$ cat src/rtl/v_load_wb.sv
// Load writeback stage: captures 512-bit load results and streams them into the
// vector register file as 1, 2 or 4 consecutive registers, with a one-deep pending slot.
module v_load_wb #(
  parameter int VLEN    = 128,
  parameter int VREG_AW = 5
) (
  input  logic                 clk,
  input  logic                 nrst,
  input  logic                 ld_valid,
  input  logic [4*VLEN-1:0]    ld_data,
  input  logic [2:0]           ld_lmul,
  input  logic [VREG_AW-1:0]   ld_vd,
  output logic                 ld_ready,
  output logic                 busy,
  output logic                 vrf_we,
  output logic [VREG_AW-1:0]   vrf_waddr,
  output logic [VLEN-1:0]      vrf_wdata,
  output logic                 wb_done,
  output logic                 ovf_err
);

  typedef enum logic {IDLE, WRITE} state_t;

  state_t              state, state_nxt;
  logic [4*VLEN-1:0]   act_data, act_data_nxt, pend_data, pend_data_nxt;
  logic [VREG_AW-1:0]  act_vd, act_vd_nxt, pend_vd, pend_vd_nxt;
  logic [2:0]          act_nregs, act_nregs_nxt, pend_nregs, pend_nregs_nxt;
  logic [1:0]          idx, idx_nxt;
  logic                pend_valid, pend_valid_nxt, ovf_nxt;
  logic                last;

  logic                emit, emit_last;
  logic [4*VLEN-1:0]   emit_data;
  logic [VREG_AW-1:0]  emit_vd, emit_addr;
  logic [2:0]          emit_nregs;
  logic [1:0]          emit_idx;
  logic [VLEN-1:0]     emit_lane;

  function automatic logic [2:0] decode_nregs(input logic [2:0] lmul);
    case (lmul)
      3'b001:  return 3'd2;
      3'b010:  return 3'd4;
      default: return 3'd1;
    endcase
  endfunction

  assign last     = ({1'b0, idx} == act_nregs - 3'd1);
  assign ld_ready = !pend_valid;

  // The emit_* signals describe the write to present in the coming cycle;
  // outputs are registered, so the write is decided one edge ahead.
  always_comb begin
    state_nxt      = state;
    act_data_nxt   = act_data;
    act_vd_nxt     = act_vd;
    act_nregs_nxt  = act_nregs;
    pend_data_nxt  = pend_data;
    pend_vd_nxt    = pend_vd;
    pend_nregs_nxt = pend_nregs;
    pend_valid_nxt = pend_valid;
    idx_nxt        = idx;
    ovf_nxt        = ovf_err;
    emit           = 1'b0;
    emit_data      = act_data;
    emit_vd        = act_vd;
    emit_nregs     = act_nregs;
    emit_idx       = idx;
    case (state)
      IDLE: begin
        if (ld_valid) begin
          state_nxt     = WRITE;
          act_data_nxt  = ld_data;
          act_vd_nxt    = ld_vd;
          act_nregs_nxt = decode_nregs(ld_lmul);
          idx_nxt       = 2'd0;
          emit          = 1'b1;
          emit_data     = ld_data;
          emit_vd       = ld_vd;
          emit_nregs    = decode_nregs(ld_lmul);
          emit_idx      = 2'd0;
        end
      end
      WRITE: begin
        if (!last) begin
          idx_nxt  = idx + 2'd1;
          emit     = 1'b1;
          emit_idx = idx + 2'd1;
          if (ld_valid) begin
            if (!pend_valid) begin
              pend_valid_nxt = 1'b1;
              pend_data_nxt  = ld_data;
              pend_vd_nxt    = ld_vd;
              pend_nregs_nxt = decode_nregs(ld_lmul);
            end else begin
              ovf_nxt = 1'b1;
            end
          end
        end else if (pend_valid) begin
          // Pending result goes first; a new input refills the slot just vacated.
          act_data_nxt   = pend_data;
          act_vd_nxt     = pend_vd;
          act_nregs_nxt  = pend_nregs;
          idx_nxt        = 2'd0;
          emit           = 1'b1;
          emit_data      = pend_data;
          emit_vd        = pend_vd;
          emit_nregs     = pend_nregs;
          emit_idx       = 2'd0;
          pend_valid_nxt = ld_valid;
          if (ld_valid) begin
            pend_data_nxt  = ld_data;
            pend_vd_nxt    = ld_vd;
            pend_nregs_nxt = decode_nregs(ld_lmul);
          end
        end else if (ld_valid) begin
          act_data_nxt  = ld_data;
          act_vd_nxt    = ld_vd;
          act_nregs_nxt = decode_nregs(ld_lmul);
          idx_nxt       = 2'd0;
          emit          = 1'b1;
          emit_data     = ld_data;
          emit_vd       = ld_vd;
          emit_nregs    = decode_nregs(ld_lmul);
          emit_idx      = 2'd0;
        end else begin
          state_nxt = IDLE;
        end
      end
      default: state_nxt = IDLE;
    endcase
  end

  always_comb begin
    case (emit_idx)
      2'd0:    emit_lane = emit_data[VLEN-1:0];
      2'd1:    emit_lane = emit_data[2*VLEN-1:VLEN];
      2'd2:    emit_lane = emit_data[3*VLEN-1:2*VLEN];
      default: emit_lane = emit_data[4*VLEN-1:3*VLEN];
    endcase
  end

  assign emit_addr = emit_vd + VREG_AW'(emit_idx);
  assign emit_last = ({1'b0, emit_idx} == emit_nregs - 3'd1);

  always_ff @(posedge clk or negedge nrst) begin
    if (!nrst) begin
      state      <= IDLE;
      act_data   <= '0;
      act_vd     <= '0;
      act_nregs  <= 3'd1;
      pend_data  <= '0;
      pend_vd    <= '0;
      pend_nregs <= 3'd1;
      pend_valid <= 1'b0;
      idx        <= 2'd0;
      ovf_err    <= 1'b0;
      vrf_we     <= 1'b0;
      vrf_waddr  <= '0;
      vrf_wdata  <= '0;
      wb_done    <= 1'b0;
      busy       <= 1'b0;
    end else begin
      state      <= state_nxt;
      act_data   <= act_data_nxt;
      act_vd     <= act_vd_nxt;
      act_nregs  <= act_nregs_nxt;
      pend_data  <= pend_data_nxt;
      pend_vd    <= pend_vd_nxt;
      pend_nregs <= pend_nregs_nxt;
      pend_valid <= pend_valid_nxt;
      idx        <= idx_nxt;
      ovf_err    <= ovf_nxt;
      vrf_we     <= emit;
      vrf_waddr  <= emit ? emit_addr : '0;
      vrf_wdata  <= emit ? emit_lane : '0;
      wb_done    <= emit && emit_last;
      busy       <= (state_nxt == WRITE);
    end
  end

endmodule
$ cat config.mk
export PLATFORM = sky130hd
export DESIGN_NAME = v_load_wb
export DESIGN_NICKNAME = d
export VERILOG_FILES = /design/src/rtl/v_load_wb.sv
export SDC_FILE = /design/constraint.sdc
export NUM_CORES = 2
export LEC_CHECK = 0
export BUFFER_PORTS_ARGS = -buffer_cell sky130_fd_sc_hd__buf_2
export CAP_MARGIN = 20
export CORE_MARGIN = 1
export CORE_UTILIZATION = 25
export CTS_CLUSTER_DIAMETER = 80
export CTS_CLUSTER_SIZE = 30
export DETAILED_ROUTE_END_ITERATION = 7
export PLACE_DENSITY_LB_ADDON = 0.12
export SYNTH_ARGS = -nofsm -noshare
export SYNTH_HDL_FRONTEND = slang
export SYNTH_SLANG_ARGS = --single-unit
$ cat constraint.sdc
create_clock -name clk -period 10.3 [get_ports clk]
set_clock_uncertainty 0.05 [all_clocks]
set_input_delay 2.06 -clock clk [delete_from_list [all_inputs] [get_ports clk]]
set_output_delay 2.06 -clock clk [all_outputs]
set_load 0.1 [all_outputs]
-- Yosys cells after proc, flatten, opt, wreduce, memory -nomap -nowiden
Index checks and enable logic that the tools add are counted.
- reductions and logical operators: 7
- multiply operators: 0
- bitwise logic cells: 2
- equal/unequal tests: 9
- shift-type cells: 0
- mux-type cells: 42
- add/subtract/negate cells: 4
- div/mod/pow operators: 0
- order comparisons: 0
- operators by type and width (cell ; number):
    $mux 512 ; 8
    $pmux 512 s2 ; 1
    $pmux 128 s3 ; 1
    $mux 128 ; 1
    $mux 5 ; 9
    $mux 3 ; 8
    $pmux 3 s2 ; 2
    $pmux 5 s2 ; 1
    $eq 2x3->1 ; 2
    $mux 1 ; 6
    $mux 2 ; 3
    $sub 3x1->3 const B ; 2
    $add 5x2->5 ; 1
    $reduce_and 5->1 ; 1
    $ne 2x2->1 const B ; 2
    $pmux 2 s2 ; 1
    $reduce_and 4->1 ; 1
    $eq 3x1->1 const B ; 1
    $eq 3x2->1 const B ; 1
    $add 2x1->2 const B ; 1
    $eq 2x1->1 const B ; 1
    $eq 2x2->1 const B ; 1
    $logic_not 2->1 ; 1
    $ne 2x1->1 const B ; 1
    other kinds (6) ; 7
- output and inout bits: 138
- bits in latches: 0
- word-level logic and storage cells: 77
- memories kept: 0
- flip-flop bits (word level): 1179
- bits in writable memories: 0
- input port bits: 523
- ROM bits: 0

-- Depth between registers and ports, before layout
- depth in word-level cells: 9
- mapped depth: 15
- gate-level depth less buffers: 13

-- Worst setup path after synthesis
No wires, ideal clock.
- kind: input -> register
- start: input port ld_valid
- end: register wb_done
- setup slack: 5.534 ns
- buffers on the path: 4
- data arrival time: 4.649 ns
- stages: 12
- cells stage by stage: clkbuf_1 clkbuf_1 clkbuf_1 buf_1 o21ai_0 a22o_1 ha_1 nor3b_1 o311a_1 a211oi_1 a211oi_1 o2111a_1
- cells in the longest elaborated chain, start to end: 7
- elaborated cells on any way between the ends: 15
- those cells by class: 1 x add/sub; 1 x eq/ne; 12 x mux; 1 x reduce/logical
- RTL lines (item ; RTL line ; text):
    start: declaration ; 9 ; input logic ld_valid,
    $mux 3 (3 in a row) ; -- ;
    $pmux 3 s2 ; 68 ; case (state)
    $sub 3x1->3 ; 143 ; assign emit_last = ({1'b0, emit_idx} == emit_nregs - 3'd1);
    $eq 2x3->1 ; 143 ;
    $logic_and 1x1->1 * ; 176 ; wb_done <= emit && emit_last;
    end signal: assignment ; 176 ;
    end: declaration ; 18 ; output logic wb_done,
Every way passes the cells marked *; elsewhere a longest branch is shown, timed or not.
A chain may end at the register's enable or synchronous reset.

-- Worst setup path after layout
- start: register state
- end: register vrf_wdata[80]
- elaborated cells on any way between the ends: 9
- those cells by class: 2 x eq/ne; 5 x mux; 1 x bitwise; 1 x reduce/logical
- RTL lines (item ; RTL line ; text):
    start: declaration ; 24 ; state_t state, state_nxt;
    start signal: assignment ; 163 ; state <= state_nxt;
    $not 1->1 ; -- ;
    $pmux 512 s2 * ; -- ;
    named net act_data_nxt[464] ; 25 ; logic [4*VLEN-1:0] act_data, act_data_nxt, pend_data, pend_data_nxt;
    $pmux 128 s3 * ; 134 ; case (emit_idx)
    $mux 128 * ; 175 ; vrf_wdata <= emit ? emit_lane : '0;
    end signal: assignment ; 175 ;
    end: declaration ; 17 ; output logic [VLEN-1:0] vrf_wdata,
The timed path passes the listed nets; every way through them passes the cells marked *.

==> impl_metrics.toml <==
[floorplan]
dieArea_um2 = 223000
start_util_pct = 25.2
fp-row-count = 172
ioPinCount = 661
die_h_um = 472
core_area_um2 = 220000
die_w_um = 472

[clocking]
cts-root-buf = "clkbuf_16"
ctsResizeCount = 0
clk_pin_slew_ns = 0.08
postCtsSetupBuffers = 0
hold_buffers = 0
htreeDepth = 3
cts_tree = "yes"
clock_path_buffers = 3
cts.sinks = 1179
clkLatencyLatePin_ns = 0.76
numCtsBuffers = 102

[critical_path]
cp-end-kind = "register"
crit_type = "register to register"
path_max_fanout = 169
critPathBufInv = 4
required_ns = 10.88
critPathArrivalTime_ns = 5.87
path_cells = "buf_12, buf_4, buf_4, buf_4, a22oi_1, a2111o_1"
crit_family = "buffers and inverters"
slowest_stage = "buf_4"
critPathLaunchType = "register"
slowest_delay_ns = 0.97
crit_top_cell = "buf_4"

[timing]
worst_slack_ns = 5.00
finalCritPeriodShare_pct = 51.4
setup_viol = 0
hold_viol_final = 0
slew_violations = 0
final.setup.tns_ns = 0
min_period_ns = 5.30
relSlewSlack_pct = 21.9
rsz0062_at_grt = "no"
worst_pin_slew_ns = 1.17
fmax_ghz = 0.189

[route]
wl_met1_um = 91300
drt_iter0_markers = 2534
drtPass1Iterations = 5
drt-vias-per-instance = 5.48
met3_length_um = 13200
drc_errors = 0
postRouteAntennaNets = 0
dr.max_layer_used = "met5"
wl_um = 206000
wire_per_inst_um = 26.8
met2WireLength_um = 96300
routed-via-count = 42000

[synth]
ys.flop_type = "dfrtp_1"
async_flop_share_pct = 100
synth_area_leader_cell = "dfrtp_1"
ys_top_cells_by_area = "dfrtp_1 53%, mux2_2 11%, mux2i_1 9.4%"
synth_top_area_share_pct = 53.3
synth_area_um2 = 55200
synth_edf_count = 0
syn-num-nets = 4867
synthCells = 4339
ys_seq_area_share_pct = 53.4
avgSynthCellArea_um2 = 12.7
ys_warn_count = 0
synth_cell_types = 49
ys_ff_latch = 1179

[outcome]
status = "completed"

[power]
power_leakage_uw = 0.0272
vdd_drop_max_mv = 0.603
p_per_area_nw_per_um2 = 453

[placed_design]
post-place-cells = 7451
routabilityCongestion = 0.746
numPortBuffers = 660
dp_hpwl_um = 124000
place_ws_ns = 4.96

[layout]
area_growth_pct = 16.9
drive_above_1_share_pct = 30.5
nFillCells = 22400
final_common_cell = "dfrtp_1"
final_nets = 5212
instances_no_fill = 7674
ff_latch_area_um2 = 29500
final_util_pct = 29.4
multi_input_area_um2 = 23600
final_cell_mix = "1176 x dfrtp_1, 658 x buf_2, 520 x mux2_2, 518 x mux2i_1, 517 x a22oi_1"

[global_routing]
grt_pass1_wl_um = 303000
grt_max_degree = 180
antenna_found_initial = 157
grt_use_total_pct = 18.0
first_global_vias = 42200
grt.overflow.total = 0

[run]
cap_violations = 0

[min_path]
hp-class = "register to register"
==> routing by layer <==
layer / vias to the layer above / global-route usage, %
met5: - / 0
met4: 116 / 4.16
met3: 399 / 4.65
met2: 1198 / 28.8
met1: 21900 / 24.1
li1: 18400 / -
==> power by group <==
part	internal, uW	switching [uW]
clock network	2150	2180
registers	7250	1140
logic	6280	10200
==> metrics by stage <==
step,total power (uW),area [um^2],hold WS (ns)
floorplan,20800,55200,0.420
global placement,25100,60800,0.435
detailed placement,25200,60800,0.444
CTS,29700,64500,0.461
global route,31200,64500,0.465
finish,29200,64600,0.441
==> worst paths after layout <==
path	depth (start not counted)	endpoint	slack [ns]	start
max	6	vrf_wdata[80]	5.00	state
min	1	ovf_err	0.44	ovf_err
max reg2reg	6	vrf_wdata[80]	5.00	state
min reg2reg	1	ovf_err	0.44	ovf_err
max in group asynchronous	3	act_data[153]	6.74	nrst
min in group asynchronous	1	act_data[366]	1.25	nrst
==> registers in the layout, summed over array words and instances (netlist names) <==
signal      cells
act_data      512
pend_data     512
vrf_wdata     128
act_vd          5
pend_vd         5
vrf_waddr       5
act_nregs       3
pend_nregs      3
idx             2
ovf_err         1
pend_valid      1
state           1
wb_done         1
==> synthesized netlist by cell type (8+ instances only) <==
master	number
dfrtp_1	1177
mux2_2	520
mux2i_1	518
a22oi_1	517
o22ai_1	516
a221oi_1	384
clkbuf_1	326
buf_2	132
a2111o_1	128
buf_1	15
buf_6	15
inv_1	9
nor2_1	8
==> cell type report <==
cell class / count / area share, %
clock inverter: 82 / 1.52
antenna: 30 / 0.116
sequential: 1179 / 45.7
inverter: 9 / 0.0523
clock buffer: 111 / 4.10
timing repair buffer: 732 / 6.38
multi-input combinational: 2660 / 36.6
tap: 2871 / 5.56
==> cells by family (layout without fill, tap and decap cells) <==
kind of cell             count (synthesis)  after routing  synth area share, %
AO/OA/AOI/OAI                         1580           1580                 22.1
XOR/XNOR                                 6              6               0.0952
adder cells (fa/ha/maj)                  5              5                0.127
buffers and inverters                  500            934                 3.92
flip-flops                            1179           1179                 53.4
multiplexers                          1038           1038                 20.0
other                                    0             30                    0
AND/OR/NAND/NOR                         31             31                0.308
Note: power is estimated with default switching activity, not from simulation.
